**src/rtl/apb_pkg.sv**
```systemverilog
// Shared definitions for the APB command master: FSM encoding, alignment mask,
// default ACCESS timeout and a word-alignment helper.
package apb_pkg;

  localparam logic [1:0] ST_IDLE   = 2'd0;
  localparam logic [1:0] ST_SETUP  = 2'd1;
  localparam logic [1:0] ST_ACCESS = 2'd2;
  localparam logic [1:0] ST_RESP   = 2'd3;

  localparam logic [1:0] ALIGN_MASK = 2'b11;

  localparam int unsigned DEFAULT_TIMEOUT = 255;

  function automatic logic is_aligned(input logic [1:0] addr_lsb);
    return (addr_lsb & ALIGN_MASK) == 2'b00;
  endfunction

endpackage

```
**src/rtl/apb_cmd_master_if.sv**
```systemverilog
// Bundles the command stream, response stream and APB3 bus of apb_cmd_master.
// The master modport is the initiator's view; slave is the sequencer/slave side.
interface apb_cmd_master_if #(
  parameter int unsigned ADDR_WIDTH = 12,
  parameter int unsigned DATA_WIDTH = 32
);

  logic                  cmd_valid;
  logic                  cmd_ready;
  logic                  cmd_write;
  logic [ADDR_WIDTH-1:0] cmd_addr;
  logic [DATA_WIDTH-1:0] cmd_wdata;

  logic                  rsp_valid;
  logic                  rsp_ready;
  logic [DATA_WIDTH-1:0] rsp_rdata;
  logic                  rsp_err;

  logic                  PSEL;
  logic                  PENABLE;
  logic                  PWRITE;
  logic [ADDR_WIDTH-1:0] PADDR;
  logic [DATA_WIDTH-1:0] PWDATA;
  logic [DATA_WIDTH-1:0] PRDATA;
  logic                  PREADY;
  logic                  PSLVERR;

  modport master (
    input  cmd_valid, cmd_write, cmd_addr, cmd_wdata,
    output cmd_ready,
    output rsp_valid, rsp_rdata, rsp_err,
    input  rsp_ready,
    output PSEL, PENABLE, PWRITE, PADDR, PWDATA,
    input  PRDATA, PREADY, PSLVERR
  );

  modport slave (
    output cmd_valid, cmd_write, cmd_addr, cmd_wdata,
    input  cmd_ready,
    input  rsp_valid, rsp_rdata, rsp_err,
    output rsp_ready,
    input  PSEL, PENABLE, PWRITE, PADDR, PWDATA,
    output PRDATA, PREADY, PSLVERR
  );

endinterface

```
**src/rtl/apb_wait_timer.sv**
```systemverilog
// ACCESS-phase wait counter for apb_cmd_master (built only with APB_CMD_MASTER_TIMEOUT_EN).
// expire pulses on the PREADY-low cycle whose increment would reach TIMEOUT_CYCLES.
module apb_wait_timer #(
  parameter int unsigned TIMEOUT_CYCLES = 255
) (
  input  logic clk,
  input  logic rst_n,
  input  logic clear,
  input  logic inc,
  output logic expire
);

  localparam int unsigned CW = $clog2(TIMEOUT_CYCLES + 1);
  localparam logic [CW-1:0] LAST = CW'(TIMEOUT_CYCLES - 1);

  logic [CW-1:0] count_q, count_d;

  always_comb begin
    count_d = count_q;
    if (clear) begin
      count_d = '0;
    end else if (inc) begin
      count_d = count_q + 1'b1;
    end
  end

  always_ff @(posedge clk or negedge rst_n) begin
    if (!rst_n) begin
      count_q <= '0;
    end else begin
      count_q <= count_d;
    end
  end

  // Flag fires on the edge the count reaches the limit, so the FSM aborts on that same edge.
  assign expire = inc && (count_q == LAST);

endmodule

```
**src/rtl/apb_cmd_master.sv**
```systemverilog
// APB3 initiator: turns a valid/ready command stream into single SETUP/ACCESS transfers
// and returns data/error on a valid/ready response stream. Optional: APB_CMD_MASTER_TIMEOUT_EN.
module apb_cmd_master
  import apb_pkg::*;
#(
  parameter int unsigned ADDR_WIDTH     = 12,
  parameter int unsigned DATA_WIDTH     = 32,
  parameter int unsigned TIMEOUT_CYCLES = DEFAULT_TIMEOUT
) (
  input logic              PCLK,
  input logic              PRESETn,
  apb_cmd_master_if.master bus
);

  logic [1:0]            state_q, state_d;
  logic                  psel_q, psel_d;
  logic                  penable_q, penable_d;
  logic                  pwrite_q, pwrite_d;
  logic [ADDR_WIDTH-1:0] paddr_q, paddr_d;
  logic [DATA_WIDTH-1:0] pwdata_q, pwdata_d;
  logic                  rsp_valid_q, rsp_valid_d;
  logic [DATA_WIDTH-1:0] rsp_rdata_q, rsp_rdata_d;
  logic                  rsp_err_q, rsp_err_d;
  logic                  timeout_hit;

`ifdef APB_CMD_MASTER_TIMEOUT_EN
  apb_wait_timer #(
    .TIMEOUT_CYCLES(TIMEOUT_CYCLES)
  ) u_wait_timer (
    .clk   (PCLK),
    .rst_n (PRESETn),
    .clear (state_q == ST_SETUP),
    .inc   ((state_q == ST_ACCESS) && !bus.PREADY),
    .expire(timeout_hit)
  );
`else
  logic unused_timeout;
  assign unused_timeout = (TIMEOUT_CYCLES != 0);
  assign timeout_hit    = 1'b0;
`endif

  always_comb begin
    state_d     = state_q;
    psel_d      = psel_q;
    penable_d   = penable_q;
    pwrite_d    = pwrite_q;
    paddr_d     = paddr_q;
    pwdata_d    = pwdata_q;
    rsp_valid_d = rsp_valid_q;
    rsp_rdata_d = rsp_rdata_q;
    rsp_err_d   = rsp_err_q;

    case (state_q)
      ST_IDLE: begin
        if (bus.cmd_valid) begin
          if (is_aligned(bus.cmd_addr[1:0])) begin
            psel_d   = 1'b1;
            pwrite_d = bus.cmd_write;
            paddr_d  = bus.cmd_addr;
            pwdata_d = bus.cmd_wdata;
            state_d  = ST_SETUP;
          end else begin
            // Misaligned: answer with an error without touching the bus.
            rsp_valid_d = 1'b1;
            rsp_err_d   = 1'b1;
            rsp_rdata_d = '0;
            state_d     = ST_RESP;
          end
        end
      end

      ST_SETUP: begin
        penable_d = 1'b1;
        state_d   = ST_ACCESS;
      end

      ST_ACCESS: begin
        if (bus.PREADY) begin
          psel_d      = 1'b0;
          penable_d   = 1'b0;
          rsp_valid_d = 1'b1;
          rsp_err_d   = bus.PSLVERR;
          rsp_rdata_d = (pwrite_q || bus.PSLVERR) ? '0 : bus.PRDATA;
          state_d     = ST_RESP;
        end else if (timeout_hit) begin
          psel_d      = 1'b0;
          penable_d   = 1'b0;
          rsp_valid_d = 1'b1;
          rsp_err_d   = 1'b1;
          rsp_rdata_d = '0;
          state_d     = ST_RESP;
        end
      end

      ST_RESP: begin
        if (bus.rsp_ready) begin
          rsp_valid_d = 1'b0;
          state_d     = ST_IDLE;
        end
      end

      default: begin
        state_d = ST_IDLE;
      end
    endcase
  end

  always_ff @(posedge PCLK or negedge PRESETn) begin
    if (!PRESETn) begin
      state_q     <= ST_IDLE;
      psel_q      <= 1'b0;
      penable_q   <= 1'b0;
      pwrite_q    <= 1'b0;
      paddr_q     <= '0;
      pwdata_q    <= '0;
      rsp_valid_q <= 1'b0;
      rsp_rdata_q <= '0;
      rsp_err_q   <= 1'b0;
    end else begin
      state_q     <= state_d;
      psel_q      <= psel_d;
      penable_q   <= penable_d;
      pwrite_q    <= pwrite_d;
      paddr_q     <= paddr_d;
      pwdata_q    <= pwdata_d;
      rsp_valid_q <= rsp_valid_d;
      rsp_rdata_q <= rsp_rdata_d;
      rsp_err_q   <= rsp_err_d;
    end
  end

  assign bus.cmd_ready = (state_q == ST_IDLE);
  assign bus.rsp_valid = rsp_valid_q;
  assign bus.rsp_rdata = rsp_rdata_q;
  assign bus.rsp_err   = rsp_err_q;
  assign bus.PSEL      = psel_q;
  assign bus.PENABLE   = penable_q;
  assign bus.PWRITE    = pwrite_q;
  assign bus.PADDR     = paddr_q;
  assign bus.PWDATA    = pwdata_q;

endmodule

```
**src/flat_wrapper.sv**
```systemverilog
// flat-port wrapper written by rule: the top's interface ports become plain ports
module apb_cmd_master_flat import apb_pkg::*;
#(
  parameter int unsigned ADDR_WIDTH     = 12,
  parameter int unsigned DATA_WIDTH     = 32,
  parameter int unsigned TIMEOUT_CYCLES = DEFAULT_TIMEOUT
)
  (PCLK, PRESETn, bus_cmd_valid, bus_cmd_write, bus_cmd_addr, bus_cmd_wdata, bus_cmd_ready, bus_rsp_valid, bus_rsp_rdata, bus_rsp_err, bus_rsp_ready, bus_PSEL, bus_PENABLE, bus_PWRITE, bus_PADDR, bus_PWDATA, bus_PRDATA, bus_PREADY, bus_PSLVERR);
  apb_cmd_master_if #(.ADDR_WIDTH(ADDR_WIDTH), .DATA_WIDTH(DATA_WIDTH)) bus_i ();
  input logic PCLK;
  input logic PRESETn;
  input wire logic [$bits(bus_i.cmd_valid)-1:0] bus_cmd_valid;
  input wire logic [$bits(bus_i.cmd_write)-1:0] bus_cmd_write;
  input wire logic [$bits(bus_i.cmd_addr)-1:0] bus_cmd_addr;
  input wire logic [$bits(bus_i.cmd_wdata)-1:0] bus_cmd_wdata;
  output wire logic [$bits(bus_i.cmd_ready)-1:0] bus_cmd_ready;
  output wire logic [$bits(bus_i.rsp_valid)-1:0] bus_rsp_valid;
  output wire logic [$bits(bus_i.rsp_rdata)-1:0] bus_rsp_rdata;
  output wire logic [$bits(bus_i.rsp_err)-1:0] bus_rsp_err;
  input wire logic [$bits(bus_i.rsp_ready)-1:0] bus_rsp_ready;
  output wire logic [$bits(bus_i.PSEL)-1:0] bus_PSEL;
  output wire logic [$bits(bus_i.PENABLE)-1:0] bus_PENABLE;
  output wire logic [$bits(bus_i.PWRITE)-1:0] bus_PWRITE;
  output wire logic [$bits(bus_i.PADDR)-1:0] bus_PADDR;
  output wire logic [$bits(bus_i.PWDATA)-1:0] bus_PWDATA;
  input wire logic [$bits(bus_i.PRDATA)-1:0] bus_PRDATA;
  input wire logic [$bits(bus_i.PREADY)-1:0] bus_PREADY;
  input wire logic [$bits(bus_i.PSLVERR)-1:0] bus_PSLVERR;
  assign bus_i.cmd_valid = bus_cmd_valid;
  assign bus_i.cmd_write = bus_cmd_write;
  assign bus_i.cmd_addr = bus_cmd_addr;
  assign bus_i.cmd_wdata = bus_cmd_wdata;
  assign bus_cmd_ready = bus_i.cmd_ready;
  assign bus_rsp_valid = bus_i.rsp_valid;
  assign bus_rsp_rdata = bus_i.rsp_rdata;
  assign bus_rsp_err = bus_i.rsp_err;
  assign bus_i.rsp_ready = bus_rsp_ready;
  assign bus_PSEL = bus_i.PSEL;
  assign bus_PENABLE = bus_i.PENABLE;
  assign bus_PWRITE = bus_i.PWRITE;
  assign bus_PADDR = bus_i.PADDR;
  assign bus_PWDATA = bus_i.PWDATA;
  assign bus_i.PRDATA = bus_PRDATA;
  assign bus_i.PREADY = bus_PREADY;
  assign bus_i.PSLVERR = bus_PSLVERR;
  apb_cmd_master #(.ADDR_WIDTH(ADDR_WIDTH), .DATA_WIDTH(DATA_WIDTH), .TIMEOUT_CYCLES(TIMEOUT_CYCLES)) u_core (.PCLK(PCLK), .PRESETn(PRESETn), .bus(bus_i));
endmodule
```
**config.mk**
```make
export PLATFORM = sky130hd
export DESIGN_NAME = apb_cmd_master_flat
export DESIGN_NICKNAME = d
export VERILOG_FILES = /design/src/rtl/apb_pkg.sv /design/src/rtl/apb_cmd_master_if.sv /design/src/rtl/apb_wait_timer.sv /design/src/rtl/apb_cmd_master.sv /design/src/flat_wrapper.sv
export SDC_FILE = /design/constraint.sdc
export NUM_CORES = 1
export LEC_CHECK = 0
export CORE_MARGIN = 10
export CORE_UTILIZATION = 43
export DETAILED_ROUTE_END_ITERATION = 10
export PLACE_DENSITY_LB_ADDON = 0.08
export SLEW_MARGIN = 10
export SYNTH_ARGS = -nofsm -noshare
export SYNTH_HDL_FRONTEND = slang
export SYNTH_HIERARCHICAL = 1
export SYNTH_SLANG_ARGS = --single-unit
```
**constraint.sdc**
```tcl
create_clock -name PCLK -period 2.44 [get_ports PCLK]
set_input_delay 0.61 -clock PCLK [delete_from_list [all_inputs] [get_ports PCLK]]
set_output_delay 0.61 -clock PCLK [all_outputs]
set_load 0.03 [all_outputs]
```
==> out/metrics.cfg <==
[status]
status = finished clean

[die]
die_area_um2 = 11600
fp-row-count = 31
initial_utilization = 0.451
chipHeight_um = 108
fp.dieW_um = 108
core-area_um2 = 7370
num_io_pins = 165

[synth]
synth_xor_xnor_area_share = 0
leading_cell_type_by_number_of_instances_after_synthesis = sky130_fd_sc_hd__dfrtp_1
synth.area.mux_share = 0.149
synth_ff_type = sky130_fd_sc_hd__dfrtp_1
synth.distinct_cells = 24
synthesis.area_per_instance_um2 = 12.1
synth-adder-area-share = 0.0188
post_synthesis_register_bit_count = 83
post_synthesis_cell_area_um2 = 3320
synthesis.instances = 275
synth-compound-area-share = 0.0757
sequential_cell_area_fraction_in_the_yosys_report = 0.625
post_synth_main_area_contributors = sky130_fd_sc_hd__dfrtp_1 (63%), sky130_fd_sc_hd__mux2_2 (15%), sky130_fd_sc_hd__nand2_1 (7.6%), sky130_fd_sc_hd__o21ai_0 (4.8%), sky130_fd_sc_hd__ha_1 (1.9%)
ys_async_sr_fraction = 1.00
combinational_family_with_the_most_area_after_synthesis = multiplexers
synth.cells.most_frequent = sky130_fd_sc_hd__dfrtp_1 (83), sky130_fd_sc_hd__nand2_1 (67), sky130_fd_sc_hd__mux2_2 (43), sky130_fd_sc_hd__o21ai_0 (32), sky130_fd_sc_hd__buf_2 (7)
yosysWarningCount = 6
yosys.area_share.simple = 0.0927
postSynthNetCount = 363
post_synth_edffs = 0
synth_largest_area_cell = sky130_fd_sc_hd__dfrtp_1
synth.top_cell.area_share = 0.625

[power]
cellInternalPower_mw = 4.13
share_seq_of_total_power = 0.325
max-vdd-ir-drop_uv = 1060
p_clk_frac = 0.141
power.switching_mw = 2.92
power-per-cell-area_nw_per_um2 = 1330
static-leakage-power_nw = 2.23
power.total_mw = 7.05
switching_share = 0.414
power.combinational.fraction = 0.534

[timing]
timing.max_slew.rel_slack = 0.641
grt_setup_unrepaired = false
finalSetupViolations = 0
drv_slew = 0
fin_skew_ns = 0.0110
finalWorstPathRequiredPeriod_ns = 2.20
period_share = 0.904
achievable-frequency_ghz = 0.454
fin_setup_tns_ns = 0
worst_slew_pin_slew_ns = 0.539
final_hold_violating_endpoints = 0

[layout]
stdcell_count = 544
net_count_of_the_finished_layout = 528
postLayoutCoreUtil = 0.717
fillerInstances = 545
antenna_cells = 0
drive_gt1_frac = 0.151
area_growth_syn_to_layout_pct = 59.0

[worst_setup_path]
critPathCaptureType = output port
critPathArrivalTime_ns = 1.59
r2r.worst_path.cells = 7
critical_path_required_ns = 1.83
crit_fanout = 7
crit_path_cell_trace = inv_1 > ha_1 > dlygate4sd2_1
worstSetupPathType = reg -> out
critical_path_depth = 3
critPathMaxStageDelay_ns = 0.44
crit_path_start_kind = flip-flop
critical_path.top_delay_family = buffers and inverters
slowest_cp_cell = sky130_fd_sc_hd__dlygate4sd2_1
number_of_buffers_and_inverters_on_the_critical_path = 2

[routing]
vias_per_std_cell = 4.74
detail_route.wirelength_um = 9060
route.antenna.remaining_nets = 0
drt_drc_violations_left = 0
detailedRoute.firstPassIterationCount = 4
detail_route.iter0.violations = 92
route.vias.total = 2576
routedWlPerCell_um = 16.7

[run]
max_cap_violations = 0

[min_path]
holdCritPathClass = in -> async

[cts]
max-clock-path-buffers = 2
post_cts_buffers = 0
numClockSinks = 83
cts.htree.levels = 3
postCtsHoldBufs = 0
tritoncts = built
numCtsBuffers = 9
clock_latency_ns = 0.35
clkSlewWorstSetupHoldPaths_ns = 0.08
clock-root-buffer = sky130_fd_sc_hd__clkbuf_8

[placed_design]
dp.cells = 528
gpl.final_weighted_congestion = 0.795
place_hpwl_um = 7090
place.port_buffers = 164

[grt]
grt.overflow.total = 0
global_route_usage_sum = 0.159
pin_count_of_the_biggest_net_entering_global_routing = 67
grt_pass1_vias = 2733
global_route_wire_length_before_repair_um = 14400
number_of_antenna_violations_at_the_first_check_in_global_routing = 0

## cells by family (layout without fill, tap and decap cells)
logic type                 after synthesis  after routing
AOI/OAI and AO/OA                       45             45
and+or+nand+nor                         76             76
buffers and inverters                   22            192
DFF                                     83             83
adders and majority gates                5              5
muxes                                   44             44
## path summary, 6_finish.rpt
kind                                         start                 endpoint  slack (ns)
setup / recovery                 u_core/state_q[0]            bus_cmd_ready        0.24
hold / removal                             PRESETn     u_core/bus.PWDATA[9]        0.20
setup reg to reg                 u_core/state_q[0]  u_core/bus.rsp_rdata[0]        0.58
min in group PCLK          u_core/bus.rsp_rdata[6]  u_core/bus.rsp_rdata[6]        0.48
hold reg to reg            u_core/bus.rsp_rdata[6]  u_core/bus.rsp_rdata[6]        0.48
max in group asynchronous                  PRESETn  u_core/bus.rsp_rdata[1]        1.64
## routing by layer
layer  vias to the layer above  global-route usage  routed length (µm)
li1                       1252                   -                   -
met4                         0              0.0601                 143
met1                      1202               0.187                3760
met2                       113               0.258                4350
met3                         9              0.0605                 805
met5                         -                   0                   0
## registers in the layout, indices dropped and copies added (netlist names)
signal,cells
u_core/bus.PSEL,1
u_core/bus.PADDR,12
u_core/state_q,2
u_core/bus.rsp_err,1
u_core/bus.rsp_rdata,32
u_core/bus.rsp_valid,1
u_core/bus.PWDATA,32
u_core/bus.PENABLE,1
u_core/bus.PWRITE,1
## metrics by stage
| stage | hold slack (ns) | cell area [µm²] | setup WS [ns] |
|---|---|---|---|
| 4_1_cts | 0.200 | 5280 | 0.212 |
| 3_5_place_dp | 0.469 | 5080 | 0.231 |
| 6_report | 0.200 | 5280 | 0.235 |
| 2_1_floorplan | 0.314 | 3320 | 0.560 |
| 5_1_grt | 0.210 | 5280 | 0.134 |
| 3_3_place_gp | 0.459 | 5080 | 0.256 |
## cell type report
cell class,instances,area [µm²],share of cell area
Inverter,7,26.3,0.00497
Clock inverter,3,46.3,0.00876
Multi-Input combinational cell,170,1120,0.213
Timing Repair Buffer,169,1730,0.327
Sequential cell,83,2080,0.393
Tap cell,99,124,0.0234
Clock buffer,13,159,0.0301
## worst register-to-register path: stages, from the launching register on
cell	delay (ns)
sky130_fd_sc_hd__dfrtp_1	0.41
sky130_fd_sc_hd__inv_1	0.13
sky130_fd_sc_hd__ha_1	0.27
sky130_fd_sc_hd__inv_1	0.17
sky130_fd_sc_hd__nor3_4	0.20
sky130_fd_sc_hd__buf_4	0.34
sky130_fd_sc_hd__nand2_1	0.10
sky130_fd_sc_hd__o21ai_0	0.17
## power groups by stage
stage          Sequential (mW)  Combinational, mW  Clock, mW
2_1_floorplan             3.49              0.954          0
4_1_cts                   2.30               3.83       1.03
3_3_place_gp              2.30               3.77          0
5_1_grt                   2.37               4.04       1.10
6_report                  2.29               3.76      0.995
3_5_place_dp              2.32               3.83          0
## placed cells by master, fill, tap and decap left out
master                              n
sky130_fd_sc_hd__o21ai_0           32
sky130_fd_sc_hd__inv_1              6
sky130_fd_sc_hd__nand2_1           67
sky130_fd_sc_hd__clkinvlp_4         1
sky130_fd_sc_hd__nor2b_1            3
sky130_fd_sc_hd__clkbuf_1           2
sky130_fd_sc_hd__inv_2              1
sky130_fd_sc_hd__nor3_4             1
sky130_fd_sc_hd__buf_4              2
sky130_fd_sc_hd__o211ai_1           1
sky130_fd_sc_hd__bufinv_16          1
sky130_fd_sc_hd__ha_1               5
sky130_fd_sc_hd__nor2_1             4
sky130_fd_sc_hd__a222oi_1           1
sky130_fd_sc_hd__clkdlybuf4s50_1  162
sky130_fd_sc_hd__o211a_1            1
sky130_fd_sc_hd__dfrtp_1           83
sky130_fd_sc_hd__dlygate4sd2_1      1
sky130_fd_sc_hd__clkinv_4           1
sky130_fd_sc_hd__mux2i_1            1
sky130_fd_sc_hd__o2bb2ai_1          1
sky130_fd_sc_hd__buf_12             4
sky130_fd_sc_hd__a21boi_0           1
sky130_fd_sc_hd__and3_2             1
sky130_fd_sc_hd__o22ai_4            1
sky130_fd_sc_hd__o21ai_1            6
sky130_fd_sc_hd__a21oi_1            1
sky130_fd_sc_hd__mux2_2            43
sky130_fd_sc_hd__clkbuf_8          11
## repair_timing
item / 4_1_cts / 5_1_grt
gates resized for setup: 1 / 0
setup endpoints to repair: 1 / 0
hold endpoints to repair: 0 / 0
No activity file was read; power rests on OpenSTA's default activity.
